===== src/rtl/keypad_scanner_pkg.sv =====
// Shared definitions for the keypad scanner and the calculator front end:
// key codes, the eBCD strobe bit position, scanner FSM states and
// small helpers for decoding one-cold row/column vectors.
package keypad_scanner_pkg;

  // Non-digit key codes, shared with the calculator interface
  localparam logic [3:0] KEY_DIVMOD = 4'hA;
  localparam logic [3:0] KEY_TIMES  = 4'hB;
  localparam logic [3:0] KEY_SIGN   = 4'hC;
  localparam logic [3:0] KEY_NONE   = 4'hD;
  localparam logic [3:0] KEY_ANS    = 4'hE;
  localparam logic [3:0] KEY_EQU    = 4'hF;

  // Bit of eBCD that carries the key strobe
  localparam int EBCD_STB_IDX = 4;

  typedef enum logic [2:0] {
    ST_SCAN,
    ST_DEBOUNCE,
    ST_SETUP,
    ST_STROBE,
    ST_RELEASE
  } scan_state_t;

  // True when exactly one bit of an active-low vector is low
  function automatic logic one_low(input logic [3:0] v);
    return (v == 4'b1110) || (v == 4'b1101) || (v == 4'b1011) || (v == 4'b0111);
  endfunction

  // Index of the low bit of a one-cold vector (lowest low bit wins)
  function automatic logic [1:0] low_index(input logic [3:0] v);
    logic [1:0] idx;
    if (!v[0])      idx = 2'd0;
    else if (!v[1]) idx = 2'd1;
    else if (!v[2]) idx = 2'd2;
    else            idx = 2'd3;
    return idx;
  endfunction

endpackage


===== src/rtl/keypad_keymap.sv =====
// Combinational keypad map: {row, column} position to 4-bit key code.
module keypad_keymap
  import keypad_scanner_pkg::*;
(
  input  logic [1:0] i_row_idx,
  input  logic [1:0] i_col_idx,
  output logic [3:0] o_code
);

  // Physical layout of the calculator keypad
  always_comb begin
    o_code = KEY_NONE;
    case ({i_row_idx, i_col_idx})
      4'b00_00: o_code = 4'h1;
      4'b00_01: o_code = 4'h2;
      4'b00_10: o_code = 4'h3;
      4'b00_11: o_code = KEY_DIVMOD;
      4'b01_00: o_code = 4'h4;
      4'b01_01: o_code = 4'h5;
      4'b01_10: o_code = 4'h6;
      4'b01_11: o_code = KEY_TIMES;
      4'b10_00: o_code = 4'h7;
      4'b10_01: o_code = 4'h8;
      4'b10_10: o_code = 4'h9;
      4'b10_11: o_code = KEY_SIGN;
      4'b11_00: o_code = KEY_ANS;
      4'b11_01: o_code = 4'h0;
      4'b11_10: o_code = KEY_EQU;
      4'b11_11: o_code = KEY_NONE;
      default:  o_code = KEY_NONE;
    endcase
  end

endmodule


===== src/rtl/keypad_scanner.sv =====
// 4x4 matrix keypad scanner: column scan, debounce, multi-key rejection and
// one eBCD event (code + strobe) per key press. After reset the scanner
// stays disarmed until one full column rotation reads all rows high, so a
// key still held across reset never produces an event.
module keypad_scanner
  import keypad_scanner_pkg::*;
#(
  parameter int SCAN_DIV   = 1000,
  parameter int DEBOUNCE_N = 4,
  parameter int STROBE_LEN = 2
) (
  input  logic       sw_clk,
  input  logic       rst,
  input  logic [3:0] key_row,
  output logic [3:0] key_col,
  output logic [4:0] eBCD,
  output logic       key_busy
);

  localparam int DIV_W = (SCAN_DIV > 1) ? $clog2(SCAN_DIV) : 1;
  localparam int DEB_W = $clog2(DEBOUNCE_N + 1);
  localparam int STB_W = $clog2(STROBE_LEN + 1);

  localparam logic [DIV_W-1:0] DIV_LAST = DIV_W'(SCAN_DIV - 1);
  localparam logic [DEB_W-1:0] DEB_LAST = DEB_W'(DEBOUNCE_N);
  localparam logic [DEB_W-1:0] DEB_PRE  = DEB_W'(DEBOUNCE_N - 1);
  localparam logic [STB_W-1:0] STB_LAST = STB_W'(STROBE_LEN);

  scan_state_t      r_state;
  logic [DIV_W-1:0] r_div;
  logic [DEB_W-1:0] r_deb_cnt;
  logic [STB_W-1:0] r_stb_cnt;
  logic [3:0]       r_key_col;
  logic [3:0]       r_row;
  logic [1:0]       r_row_idx;
  logic [1:0]       r_col_idx;
  logic [3:0]       r_code;
  logic             r_stb;
  logic             r_busy;
  logic             r_armed;
  logic [1:0]       r_arm_cnt;

  logic             w_sample;
  logic             w_row_valid;
  logic             w_row_idle;
  logic [3:0]       w_code;

  assign w_sample    = (r_div == DIV_LAST);
  assign w_row_valid = one_low(key_row);
  assign w_row_idle  = (key_row == 4'hF);

  keypad_keymap u_keymap (
    .i_row_idx (r_row_idx),
    .i_col_idx (r_col_idx),
    .o_code    (w_code)
  );

  // Free-running slot divider; rows are sampled on its last count
  always_ff @(posedge sw_clk or negedge rst) begin
    if (!rst) begin
      r_div <= '0;
    end else if (w_sample) begin
      r_div <= '0;
    end else begin
      r_div <= r_div + DIV_W'(1);
    end
  end

  // Scan / debounce / strobe / release sequencing with registered outputs
  always_ff @(posedge sw_clk or negedge rst) begin
    if (!rst) begin
      r_state   <= ST_SCAN;
      r_deb_cnt <= '0;
      r_stb_cnt <= '0;
      r_key_col <= 4'b1110;
      r_row     <= 4'hF;
      r_row_idx <= 2'd0;
      r_col_idx <= 2'd0;
      r_code    <= 4'h0;
      r_stb     <= 1'b0;
      r_busy    <= 1'b0;
      r_armed   <= 1'b0;
      r_arm_cnt <= 2'd0;
    end else begin
      case (r_state)
        ST_SCAN: begin
          if (w_sample) begin
            if (w_row_valid && r_armed) begin
              // Candidate press: freeze the column and start debouncing
              r_row     <= key_row;
              r_row_idx <= low_index(key_row);
              r_col_idx <= low_index(r_key_col);
              r_deb_cnt <= DEB_W'(1);
              r_state   <= ST_DEBOUNCE;
            end else begin
              r_key_col <= {r_key_col[2:0], r_key_col[3]};
              // Arm once every column has read all rows high in a row
              if (!r_armed) begin
                if (w_row_idle) begin
                  if (r_arm_cnt == 2'd3) begin
                    r_armed <= 1'b1;
                  end else begin
                    r_arm_cnt <= r_arm_cnt + 2'd1;
                  end
                end else begin
                  r_arm_cnt <= 2'd0;
                end
              end
            end
          end
        end

        ST_DEBOUNCE: begin
          if (r_deb_cnt == DEB_LAST) begin
            // Only reachable when a single sample is enough
            r_code  <= w_code;
            r_busy  <= 1'b1;
            r_state <= ST_SETUP;
          end else if (w_sample) begin
            if (key_row == r_row) begin
              if (r_deb_cnt == DEB_PRE) begin
                r_code  <= w_code;
                r_busy  <= 1'b1;
                r_state <= ST_SETUP;
              end
              r_deb_cnt <= r_deb_cnt + DEB_W'(1);
            end else begin
              r_deb_cnt <= '0;
              r_state   <= ST_SCAN;
            end
          end
        end

        ST_SETUP: begin
          r_deb_cnt <= '0;
          if (r_code == KEY_NONE) begin
            // Unused key: hold busy until release, but never strobe
            r_state <= ST_RELEASE;
          end else begin
            r_stb     <= 1'b1;
            r_stb_cnt <= STB_W'(1);
            r_state   <= ST_STROBE;
          end
        end

        ST_STROBE: begin
          if (r_stb_cnt == STB_LAST) begin
            r_stb     <= 1'b0;
            r_stb_cnt <= '0;
            r_state   <= ST_RELEASE;
          end else begin
            r_stb_cnt <= r_stb_cnt + STB_W'(1);
          end
        end

        ST_RELEASE: begin
          if (w_sample) begin
            if (w_row_idle) begin
              if (r_deb_cnt == DEB_PRE) begin
                r_busy    <= 1'b0;
                r_deb_cnt <= '0;
                r_state   <= ST_SCAN;
              end else begin
                r_deb_cnt <= r_deb_cnt + DEB_W'(1);
              end
            end else begin
              r_deb_cnt <= '0;
            end
          end
        end

        default: begin
          r_state <= ST_SCAN;
        end
      endcase
    end
  end

  assign key_col                  = r_key_col;
  assign eBCD[EBCD_STB_IDX]       = r_stb;
  assign eBCD[EBCD_STB_IDX-1:0]   = r_code;
  assign key_busy                 = r_busy;

endmodule

===== config.mk =====
export PLATFORM = sky130hd
export DESIGN_NAME = keypad_scanner
export DESIGN_NICKNAME = d
export VERILOG_FILES = /design/src/rtl/keypad_scanner_pkg.sv /design/src/rtl/keypad_keymap.sv /design/src/rtl/keypad_scanner.sv
export SDC_FILE = /design/constraint.sdc
export NUM_CORES = 1
export LEC_CHECK = 0
export ABC_AREA = 1
export CAP_MARGIN = 20
export CORE_UTILIZATION = 45
export DETAILED_ROUTE_END_ITERATION = 8
export GPL_TIMING_DRIVEN = 0
export PLACE_DENSITY = 0.75
export SYNTH_ARGS = -nofsm -noshare
export SYNTH_HDL_FRONTEND = slang
export SYNTH_HIERARCHICAL = 1
export SYNTH_SLANG_ARGS = --single-unit

===== constraint.sdc =====
create_clock -name sw_clk -period 3.5 [get_ports sw_clk]
set_input_delay 1.05 -clock sw_clk [delete_from_list [all_inputs] [get_ports sw_clk]]
set_output_delay 1.05 -clock sw_clk [all_outputs]
set_load 0.005 [all_outputs]

**Word level (Yosys, flattened, before mapping)**

Memories as Yosys holds them, arrays and structs flattened.
Cells that the tools add are included.

- $add $sub $neg: 4
- Eq/ne operators: 30
- Mux-type cells: 49
- Bitwise operators: 2
- Reductions and logical operators: 20

Operator list:

| operator | count |
|---|---|
| 3-bit two-way mux | 17 |
| 4-bit equality test (second input constant) | 5 |
| 2-bit != test (second input constant) | 10 |
| 2-bit two-way mux | 8 |
| 4-bit two-way mux | 4 |
| 3-bit case mux with 5 select lines | 1 |
| 1-bit two-way mux | 14 |
| 3-bit case mux with 4 select lines | 1 |
| 10-bit by 1-bit adder with 10-bit output (second input constant) | 1 |
| 10-bit equality test (second input constant) | 1 |
| 10-bit two-way mux | 1 |
| 2-bit nonzero test | 5 |
| 3-bit by 2-bit equality test with 1-bit output (second input constant) | 3 |
| 3-bit != test (second input constant) | 3 |
| 3-bit AND reduction | 3 |
| 8-bit AND reduction | 1 |
| 7-bit AND reduction | 1 |
| 3-bit equality test (second input constant) | 2 |
| 6-bit AND reduction | 1 |
| 5-bit AND reduction | 1 |
| 2-bit by 1-bit adder with 2-bit output (second input constant) | 2 |
| 2-bit equality test (second input constant) | 2 |
| 4-bit by 3-bit equality test with 1-bit output (second input constant) | 1 |
| 4-bit equality test | 1 |
| 12 further kinds | 16 |

- Bits in registers: 39
- ROM bits: 64
- Bits of input ports: 6
- Memories: 1

Memory list:

| name | depth | bits a word | read ports | clocked after Yosys merged registers in | wr ports | RTL line | source |
|---|---|---|---|---|---|---|---|
| (name not given) | 16 | 4 | 1 | 0 | 0 | keypad_keymap.sv:13 | `case ({i_row_idx, i_col_idx})` |

**Logic depth before layout (Yosys ltp)**

Gate-level depths: netlist of run 1.

- Depth after elaboration: 8
- Depth in mapped cells: 10
- Gate-level depth less buffers: 10

**Modules after synthesis**

Netlist of run 1, hierarchy kept.

Modules (own cells, without submodules):

| module | instances | cells an instance | area each (um^2) | seq. area each (um^2) |
|---|---|---|---|---|
| keypad_scanner | 1 | 270 | 2197.1 | 984.7 |
| keypad_keymap | 1 | 36 | 175.2 | 0.0 |

**Least setup slack after synthesis of run 1**

Ideal clock, no wire load.

- Kind: input to register
- Start: in key_row[1]
- End: reg r_key_col[0], in the netlist key_col[0]
- Setup time: 0.128 ns
- Arrival: 1.864 ns
- Required time: 3.372 ns
- Setup slack: 1.508 ns
- Stages: 5
- Path buffers: 0
- Cell sequence: nand2_2 > a21oi_1 > nand2_2 > nand2_2 > mux2_1

- Word-level cells in the longest chain between the ends: 7
- Elaborated cells on any way between the ends: 10
- Those cells by class: eq/ne: 4; bitwise: 1; reduce/logical: 5

Ends and longest elaborated chain:

| item | RTL line | source |
|---|---|---|
| from (decl) | keypad_scanner.sv:14 | `input logic [3:0] key_row,` |
| 4-bit equality test | keypad_scanner_pkg.sv:27 | `return (v == 4'b1110) \|\| (v == 4'b1101) \|\| (v == 4'b1011) \|\| (v == 4'b0111);` |
| 1-bit logical OR (2 in series) | keypad_scanner_pkg.sv:27 |  |
| 1-bit logical OR * | keypad_scanner_pkg.sv:27 |  |
| 1-bit logical AND * | keypad_scanner.sv:88 | `if (w_row_valid && r_armed) begin` |
| 1-bit inverter (no source line) * | - |  |
| 3-bit AND reduction (no source line) * | - |  |
| to (signal assigned) | keypad_scanner.sv:96 | `r_key_col <= {r_key_col[2:0], r_key_col[3]};` |
| to (decl) | keypad_scanner.sv:33 | `logic [3:0] r_key_col;` |

Mark *: on every way between the ends. The rest lies on a longest branch, timed or not.
A chain may end at the register's enable or synchronous reset.

**Final worst setup path of run 1**

- Start: in key_row[2]
- End: reg r_busy, in the netlist key_busy

- Word-level cells in the longest chain between the ends: 3
- Elaborated cells on any way between the ends: 5
- Those cells by class: eq/ne: 4; reduce/logical: 1

Ends and longest elaborated chain:

| item | RTL line | source |
|---|---|---|
| 4-bit equality test (on tied branches) | keypad_scanner.sv:120, keypad_scanner.sv:50 |  |
| 3-bit != test (no source line) / 2-bit != test (equally long branches) | - |  |
| 7-bit AND reduction (no source line) * | - |  |
| to (signal assigned) | keypad_scanner.sv:117 | `r_busy <= 1'b1;` |
| to (signal assigned) | keypad_scanner.sv:123 | `r_busy <= 1'b1;` |
| to (signal assigned) | keypad_scanner.sv:160 | `r_busy <= 1'b0;` |
| to (decl) | keypad_scanner.sv:39 | `logic r_busy;` |

Marked as above.

==> results of run 1 <==
per-stage QoR:
| stage | area (µm²) | setup slack, ns |
|---|---|---|
| 2_1_floorplan | 2370 | 1.51 |
| 3_3_place_gp | 2610 | 0.425 |
| 3_5_place_dp | 2610 | 0.764 |
| 4_1_cts | 2700 | 1.06 |
| 5_1_grt | 2700 | 0.804 |
| 6_report | 2700 | 1.05 |
state kept, by name (all words and copies together) (netlist names):
| signal | flops |
|---|---|
| key_busy | 1 |
| key_col | 4 |
| r_arm_cnt | 2 |
| r_armed | 1 |
| r_code | 4 |
| r_col_idx | 2 |
| r_deb_cnt | 3 |
| r_div | 10 |
| r_row | 4 |
| r_row_idx | 2 |
| r_state | 3 |
| r_stb | 1 |
| r_stb_cnt | 2 |
worst max-delay path: cells and delay by family:
| kind | cells | cell delay (ns) |
|---|---|---|
| AND/OR/NAND/NOR | 6 | 0.64 |
| AO/OA/AOI/OAI | 2 | 0.29 |
| buffers and inverters | 2 | 0.64 |
layout make-up:
class | count | area, µm² | area share [%]
flip-flops and latches | 39 | 985 | 36.5
inverters | 48 | 180 | 6.68
well taps | 70 | 87.6 | 3.25
repair buffers | 15 | 145 | 5.38
plain buffers | 3 | 30.0 | 1.11
clock buffers | 7 | 86.3 | 3.20
clock inverters | 1 | 5.00 | 0.186
multi-input cells | 216 | 1180 | 43.7
Yosys cell counts (5+ instances only):
cell,number
inv_1,41
o21ai_2,8
xor2_1,5
o21ai_0,17
nor2_4,5
nand2_2,7
dfrtp_1,32
nand2_1,96
dfstp_2,7
inv_2,7
nor2_1,22
ha_1,10
a21oi_1,8
nand3_1,16
power by group:
| part | switching (W) | internal [W] | total (W) |
|---|---|---|---|
| Sequential | 0 | 0.000451 | 0.000451 |
| Clock | 0.000149 | 0.000159 | 0.000308 |
| Combinational | 0.0000199 | 0.00000829 | 0.0000282 |
| Total | 0.000169 | 0.000618 | 0.000787 |
kinds of logic after synthesis:
family	after synthesis	share of synthesized area (%)
and+or+nand+nor	159	30.4
buffers and inverters	51	8.86
AOI/OAI and AO/OA	39	10.7
DFF	39	41.5
adders and majority gates	10	5.27
xor gates and xnor gates	5	1.85
muxes	3	1.42
routing by layer:
metal  track usage (%)  routed length, µm  vias up
met5                 0                  0        -
met4              6.29                 66        0
met3              3.66                137        7
met2              30.0               2030       29
met1              22.4               2070      877
li1                  -                  -      989
worst max path at each step:
stage                    start         end  slack [ns]  cells after the start
floorplan           key_row[1]  key_col[0]        1.51                      5
global placement           rst    r_div[7]        0.43                      1
detailed placement  key_row[2]  r_state[2]        0.76                      8
CTS                 key_row[2]    key_busy        1.06                     10
global route        key_row[2]    key_busy        0.80                     10
finish              key_row[2]    key_busy        1.05                     10
placed cells by master, fill, tap and decap left out, drive strengths merged, types with 2 or more instances in the layout:
| cell type | netlist | routed |
|---|---|---|
| a21boi | 2 | 2 |
| a21oi | 10 | 10 |
| buf | 3 | 4 |
| clkbuf | 0 | 7 |
| clkdlybuf4s50 | 0 | 14 |
| dfrtp | 32 | 32 |
| dfstp | 7 | 7 |
| ha | 10 | 10 |
| inv | 48 | 48 |
| mux2 | 3 | 3 |
| nand2 | 104 | 104 |
| nand3 | 19 | 19 |
| nand4 | 4 | 4 |
| nor2 | 30 | 30 |
| o21ai | 27 | 27 |
| xor2 | 5 | 5 |
==> reports/qor.csv, run 1 <==
metric,value,unit
Tightest Pin Transition,0.858,ns
CTS tree,built,
# rows,26,
Crit Path Max Fanout,6,
Die Height,74.6,µm
Area Growth Syn to Fin,13.7,%
"most used cell, CP",nand2_1,
hold path endpoint,r_row[0],
# hold bufs at CTS,0,
largest net degree at the start of global routing,40,
layout cell share with drive strength beyond 1,16.4,%
WP data required,3.68,ns
Die ar.,5570,µm²
Power Density,292,nW/µm²
unrepaired setup endpoints after global routing,false,
Hold WS,0.477,ns
"Distinct cells, synth",26,
Ports,16,
# resized after CTS,0,
Worst Reg2Reg Path Length in Cells,9,
worst-skew pair later-pin latency,0.29,ns
Iter 0 DRT Violations,78,
fin nets,344,
Tmin final,2.45,ns
H-tree depth,2,
status,"complete, no violations",
"Clk pin slew, worst setup/hold paths",0.07,ns
Die W,74.6,µm
Crit-path slowest cell,clkdlybuf4s50_1,
clk root buf,clkbuf_8,
Reg2Reg Setup Slack,1.82,ns
fin util,52.8,%
YS warnings,6,
Worst Hold Launch,r_row[0],
Yosys top cell area share,33.8,%
critical path's largest stage delay,0.54,ns
CP Cell Sequence,clkdlybuf4s50_1 -> inv_1 -> nand2_1 -> nand2_1 -> nor2_1 -> nand2_1 -> nand2_1 -> o21ai_0 -> o21ai_0 -> nand2_1,
routed wire length per instance,10.8,µm
Crit. End Element,flop,
Pleak,1.34,nW
Worst EP arrival,2.63,ns
min-delay worst type,flop to flop,
max_cap viols,0,
VDD IR max,176,µV
Final ANT Viol Nets,0,
drt via density,4.77,
total number of vias,1902,
# diodes,0,
"flops & latches, synth",39,
Tot Pwr,0.000787,W
global-route wire length before repair,7500,µm
WL final,4310,µm
FILL cells,506,
post-DP HPWL,3290,µm
Non-Filler Instances,399,
# setup viols final,0,
Worst setup SP type,input pin,
Max clock buf depth,2,
Synth Net Count,322,
clock skew,0.00901,ns
CTS Buf Count,5,
GRT overflow,0,
vias in the first global route,1784,
FF-to-FF End,key_busy,
setup TNS,0,ns
"Hold Vio Cnt, Final",0,
Post-Syn Area,2370,µm²
initial core utilization,46.4,%
antenna violations before repair,0,
hold path depth,2,
Syn Area/Cell,7.75,µm²
fin. max-slew vios,0,
Mapped Cells,306,
fraction of registers with async set/reset,100,%
Final GP Congestion,0.872,
final worst-path cycle share,70.0,%
top post-synthesis cells by area,"dfrtp_1 (34%), nand2_1 (15%), dfstp_2 (7.8%)",
cell taking the most area after synthesis,dfrtp_1,
DR pass1 iterations,4,
Post-synth EDFFs,0,
sequential fraction of the synthesis area,41.5,%
setup bufs post-CTS,0,
dominant synthesized flop cell,dfrtp_1,
Total GRT Usage,17.7,%
Worst Setup Path Type,input pin to flop,
clk sink count,39,
launching point of the worst reg2reg path,r_deb_cnt[0],
number of remaining DRC errors,0,
placed cell count,391,
core area,5110,µm²
IO buf count,15,
fmax,0.408,GHz
Rel. slew slack,42.8,%
(Power assumes the default switching activity.)
==> run 2, diff against run 1 <==
==> constraint.sdc (replaced) <==
create_clock -name sw_clk -period 2.29 [get_ports sw_clk]
set_input_delay 0.687 -clock sw_clk [delete_from_list [all_inputs] [get_ports sw_clk]]
set_output_delay 0.687 -clock sw_clk [all_outputs]
set_load 0.005 [all_outputs]
==> reports/qor.csv, run 2 (synthesis gave the netlist of run 1 again) <==
metric,value,unit
"most used cell, CP",nand2_1,
Crit-path slowest cell,clkdlybuf4s50_1,
Die ar.,5570,µm²
clock skew,0.00901,ns
drt via density,4.78,
Worst setup SP type,input pin,
register area,985,µm²
global-route wire length before repair,7500,µm
hold path depth,2,
FILL cells,505,
CTS tree,built,
Crit. End Element,flop,
Tightest Pin Transition,0.858,ns
Rel. slew slack,42.8,%
CP Cell Sequence,clkdlybuf4s50_1 -> nand2_1 -> nor2_2 -> nor2_1 -> a21oi_4 -> nand3_2 -> o21ai_0 -> nand2_1,
# diodes,0,
GRT overflow,0,
Power Density,446,nW/µm²
fin util,52.8,%
Worst EP arrival,2.25,ns
# hold bufs at CTS,0,
Area Growth Syn to Fin,13.8,%
"Hold Vio Cnt, Final",0,
Multi-input gate area,1180,µm²
Pleak,1.34,nW
"commonest non-fill, non-tap cell in the layout",nand2_1,
launching point of the worst reg2reg path,r_deb_cnt[0],
min-delay worst type,flop to flop,
fin nets,344,
Largest register FFs,10,
clk root buf,clkbuf_8,
fin worst setup slack,0.219,ns
layout cell share with drive strength beyond 1,16.7,%
Total GRT Usage,17.7,%
Gate power share,3.6,%
DR pass1 iterations,4,
setup TNS,0,ns
"Clk pin slew, worst setup/hold paths",0.07,ns
Die Height,74.6,µm
status,"complete, no violations",
max_cap viols,0,
# setup viols final,0,
initial core utilization,46.4,%
critical path's largest stage delay,0.54,ns
WP data required,2.47,ns
Psw,0.000259,W
total number of vias,1906,
final worst-path cycle share,90.4,%
Tmin final,2.07,ns
unrepaired setup endpoints after global routing,false,
IO buf count,15,
Int Pwr,0.000945,W
hold path endpoint,r_row[0],
post-DP HPWL,3290,µm
Worst Reg2Reg Path Length in Cells,9,
Ports,16,
number of remaining DRC errors,0,
Final GP Congestion,0.872,
worst-skew pair later-pin latency,0.30,ns
clk sink count,39,
# rows,26,
Die W,74.6,µm
H-tree depth,2,
Reg power frac,57.3,%
antenna violations before repair,0,
largest net degree at the start of global routing,40,
Iter 0 DRT Violations,79,
Worst Hold Launch,r_row[0],
Final ANT Viol Nets,0,
WL final,4300,µm
"commonest non-fill, non-tap cells in the layout","nand2_1 (95), inv_1 (41), dfrtp_1 (32), nor2_1 (22), o21ai_0 (17)",
Crit Path Max Fanout,7,
VDD IR max,274,µV
Setup Slack @ Placement,-0.0832,ns
fmax,0.483,GHz
Hold WS,0.477,ns
CTS Buf Count,5,
Reg2Reg Setup Slack,0.59,ns
post-route cell area,2700,µm²
FF-to-FF End,key_busy,
switch share,21.5,%
Max clock buf depth,2,
Top reg by flops,r_div,
fin. max-slew vios,0,
vias in the first global route,1784,
routed wire length per instance,10.8,µm
Placed Area,2610,µm²
core area,5110,µm²
Clock Power Share,39.1,%
Worst Setup Path Type,input pin to flop,
==> run 2: cell counts in the layout (fill, tap and decap cells not counted) <==
No cell type changed its count.
==> run 2: worst max path at each step <==
| stage | start | endpoint | slack [ns] | cells after the start |
|---|---|---|---|---|
| after global routing | key_row[2] | r_state[0] | 0.02 | 8 |
| after detailed placement | key_row[2] | r_state[2] | -0.08 | 8 |
| final | key_row[2] | r_state[2] | 0.22 | 8 |
| after global placement | rst | r_div[7] | -0.42 | 1 |
| after CTS | key_row[2] | key_busy | 0.21 | 10 |
| after floorplan | key_row[1] | key_col[0] | 0.66 | 5 |
==> run 2: area by class of cell <==
class	count	share of cell area [%]
Clock buffer	7	3.20
Clock inverter	1	0.185
Buffer	3	1.11
Tap cell	70	3.25
Inverter	48	6.68
Timing Repair Buffer	15	5.38
Sequential cell	39	36.5
Multi-Input combinational cell	216	43.7
==> run 2: timing repair <==
action | 4_1_cts | 5_1_grt
resized for setup | 0 | 1
endpoints found under the setup margin | 0 | 1
setup buffers | 0 | 0
endpoints found under the hold margin | 0 | 0
==> run 2: metrics by stage <==
stage,total power (W),cells
6_report,0.00120,399
5_1_grt,0.00125,399
4_1_cts,0.00122,399
3_5_place_dp,0.000746,391
3_3_place_gp,0.000746,391
2_1_floorplan,0.000719,306
==> run 2: power by group through the flow <==
stage / Sequential, W / Clock (W) / Combinational (W)
after floorplan: 0.000702 / 0 / 0.0000167
after global placement: 0.000702 / 0 / 0.0000444
after detailed placement: 0.000702 / 0 / 0.0000439
after CTS: 0.000689 / 0.000489 / 0.0000444
after global routing: 0.000689 / 0.000511 / 0.0000503
final: 0.000689 / 0.000471 / 0.0000432
==> run 2: critical path: cells and delay by family <==
family / cells / cell delay, ns
AOI/OAI and AO/OA: 2 / 0.29
buffers and inverters: 1 / 0.54
and+or+nand+nor: 5 / 0.72
==> run 2: per-layer routing <==
metal,share of wire [%],vias to the layer above,global-route usage [%]
met3,3.3,7,3.66
met4,1.5,0,6.29
li1,-,990,-
met2,47,31,30.0
met1,48,878,22.4
met5,0,-,0
==> run 3, diff against run 2 <==
--- a/config.mk
+++ b/config.mk
@@ -5,7 +5,6 @@
 export SDC_FILE = /design/constraint.sdc
 export NUM_CORES = 1
 export LEC_CHECK = 0
-export ABC_AREA = 1
 export CAP_MARGIN = 20
 export CORE_UTILIZATION = 45
 export DETAILED_ROUTE_END_ITERATION = 8
==> reports/qor.csv, run 3 <==
metric,value,unit
Worst Reg2Reg Path Length in Cells,6,
VDD IR max,343,µV
Yosys top cell area share,34.9,%
"flops & latches, synth",39,
cell taking the most area after synthesis,dfrtp_1,
fmax,0.477,GHz
Rel. slew slack,44.8,%
global-route wire length before repair,6900,µm
Top reg by flops,r_div,
Synth Net Count,234,
Pleak,1.17,nW
Post-Syn Area,2300,µm²
Worst Setup Path Type,input pin to flop,
Ports,16,
clk sink count,39,
"commonest non-fill, non-tap cells in the layout","dfrtp_1 (32), nand2_1 (19), nor2_1 (14), inv_1 (13), mux2_2 (13)",
# setup viols final,0,
DR pass1 iterations,4,
met2 wire length,1830,µm
YS warnings,6,
fin util,55.4,%
Die W,73.5,µm
status,"complete, no violations",
"Distinct cells, synth",53,
final worst-path cycle share,91.6,%
CTS tree,built,
IO buf count,13,
H-tree depth,2,
Non-Filler Instances,309,
post-route cell area,2670,µm²
Crit Path Max Fanout,7,
dominant synthesized flop cell,dfrtp_1,
"Hold Vio Cnt, Final",0,
FILL cells,424,
Syn Area/Cell,10.5,µm²
min-delay worst type,flop to flop,
CTS Buf Count,5,
antenna violations before repair,0,
Die ar.,5390,µm²
clk root buf,clkbuf_8,
core area,4820,µm²
"commonest non-fill, non-tap cell in the layout",dfrtp_1,
worst-skew pair later-pin latency,0.30,ns
placed cell count,298,
Die Height,73.5,µm
Tmin final,2.10,ns
sequential fraction of the synthesis area,42.9,%
Final ANT Viol Nets,0,
Highest Signal Layer,met4,
# diodes,0,
total number of vias,1640,
# hold bufs at CTS,0,
drt via density,5.31,
Hold WS,0.481,ns
Tightest Pin Transition,0.828,ns
"Clk pin slew, worst setup/hold paths",0.08,ns
fraction of registers with async set/reset,100,%
clock skew,0.0102,ns
largest net degree at the start of global routing,40,
number of remaining DRC errors,0,
fin nets,257,
most common cell in the netlist,dfrtp_1,
Power Density,531,nW/µm²
hold path depth,2,
fin. max-slew vios,0,
Largest register FFs,10,
post-DP HPWL,2920,µm
Final GP Congestion,0.796,
unrepaired setup endpoints after global routing,false,
Mapped Cells,218,
# rows,25,
Crit. End Element,flop,
synth cell count leaders,"dfrtp_1 (32), nand2_1 (19), nor2_1 (15), inv_1 (13), mux2_2 (13)",
top post-synthesis cells by area,"dfrtp_1 (35%), dfstp_2 (8.0%), mux2_2 (6.4%)",
Area Growth Syn to Fin,16.2,%
layout cell share with drive strength beyond 1,23.1,%
GRT overflow,0,
vias in the first global route,1561,
met3 wire length,127,µm
Worst setup SP type,input pin,
WL final,4010,µm
Max clock buf depth,2,
routed wire length per instance,13.0,µm
initial core utilization,47.7,%
Total GRT Usage,16.9,%
WL met1,1980,µm
Placed Area,2510,µm²
max_cap viols,0,
Worst EP arrival,2.28,ns
WP data required,2.47,ns
Iter 0 DRT Violations,97,
Post-synth EDFFs,0,
[run 3: changes by cell type after synthesis, sizes merged, moves of 4 or more]
cell | before | now
nor2b | 0 | 5
buf | 3 | 8
mux2 | 3 | 14
nor2 | 30 | 16
o21ai | 27 | 18
xnor2 | 0 | 4
nand3 | 19 | 7
a21oi | 10 | 5
nand2 | 104 | 19
inv | 48 | 14
nor3 | 0 | 4
mux2i | 0 | 5
[run 3: repair_timing]
item / 4_1_cts / 5_1_grt
buffers inserted: 2 / 1
pin swaps: 2 / 2
resized for setup: 2 / 1
endpoints found under the setup margin: 4 / 6
[run 3: where the power goes]
| part | total, W | internal (W) | switching, W |
|---|---|---|---|
| sequential | 0.000689 | 0.000689 | 0 |
| combinational | 0.0000413 | 0.0000121 | 0.0000292 |
| clock | 0.000688 | 0.000435 | 0.000253 |
| total | 0.00142 | 0.00114 | 0.000282 |
[run 3: metrics by stage]
stage / setup TNS (ns) / worst slack [ns] / total power [W]
final: 0 / 0.192 / 0.00142
after global placement: -18.32 / -0.455 / 0.000745
after global routing: 0 / 0.0533 / 0.00146
after floorplan: 0 / 0.163 / 0.000721
after detailed placement: -4.40 / -0.500 / 0.000744
after CTS: 0 / 0.00144 / 0.00142
[run 3: cell type report]
class | instances | area, µm² | area share (%)
Sequential cell | 39 | 985 | 36.9
Tap cell | 67 | 83.8 | 3.14
Timing Repair Buffer | 16 | 149 | 5.58
Buffer | 10 | 60.1 | 2.25
Clock inverter | 3 | 67.6 | 2.53
Multi-Input combinational cell | 155 | 1200 | 45.1
Clock buffer | 5 | 68.8 | 2.58
Inverter | 14 | 52.6 | 1.97
[run 3: critical path, stage by stage]
cell           delay, ns
dlygate4sd2_1       0.31
xor2_1              0.21
nor4_4              0.32
nor2_2              0.10
nor3_4              0.29
mux2_2              0.37
[run 3: routing by layer]
layer,global-route usage (%),vias up
met5,0,-
met1,22.2,787
met3,4.66,6
li1,-,820
met2,26.5,27
met4,6.62,0
[run 3: path summary, 6_finish.rpt]
| check | start | endpoint | slack [ns] |
|---|---|---|---|
| setup / recovery | key_row[0] | r_code[0] | 0.19 |
| hold / removal | r_row[1] | r_row[1] | 0.48 |
| setup reg to reg | r_div[0] | r_code[0] | 0.22 |
| hold reg to reg | r_row[1] | r_row[1] | 0.48 |
| max in group asynchronous | rst | r_div[3] | 1.28 |
| min in group asynchronous | rst | r_row_idx[1] | 0.49 |
[run 3: kinds of logic (layout without fill, tap and decap cells)]
| logic type | after synthesis | count (layout) | share of synthesized area [%] |
|---|---|---|---|
| AOI/OAI and AO/OA | 45 | 45 | 14.3 |
| muxes | 20 | 20 | 10.0 |
| xor gates and xnor gates | 11 | 11 | 4.19 |
| DFF | 39 | 39 | 42.9 |
| adders and majority gates | 10 | 10 | 5.45 |
| and+or+nand+nor | 69 | 69 | 18.3 |
| buffers and inverters | 24 | 48 | 4.90 |
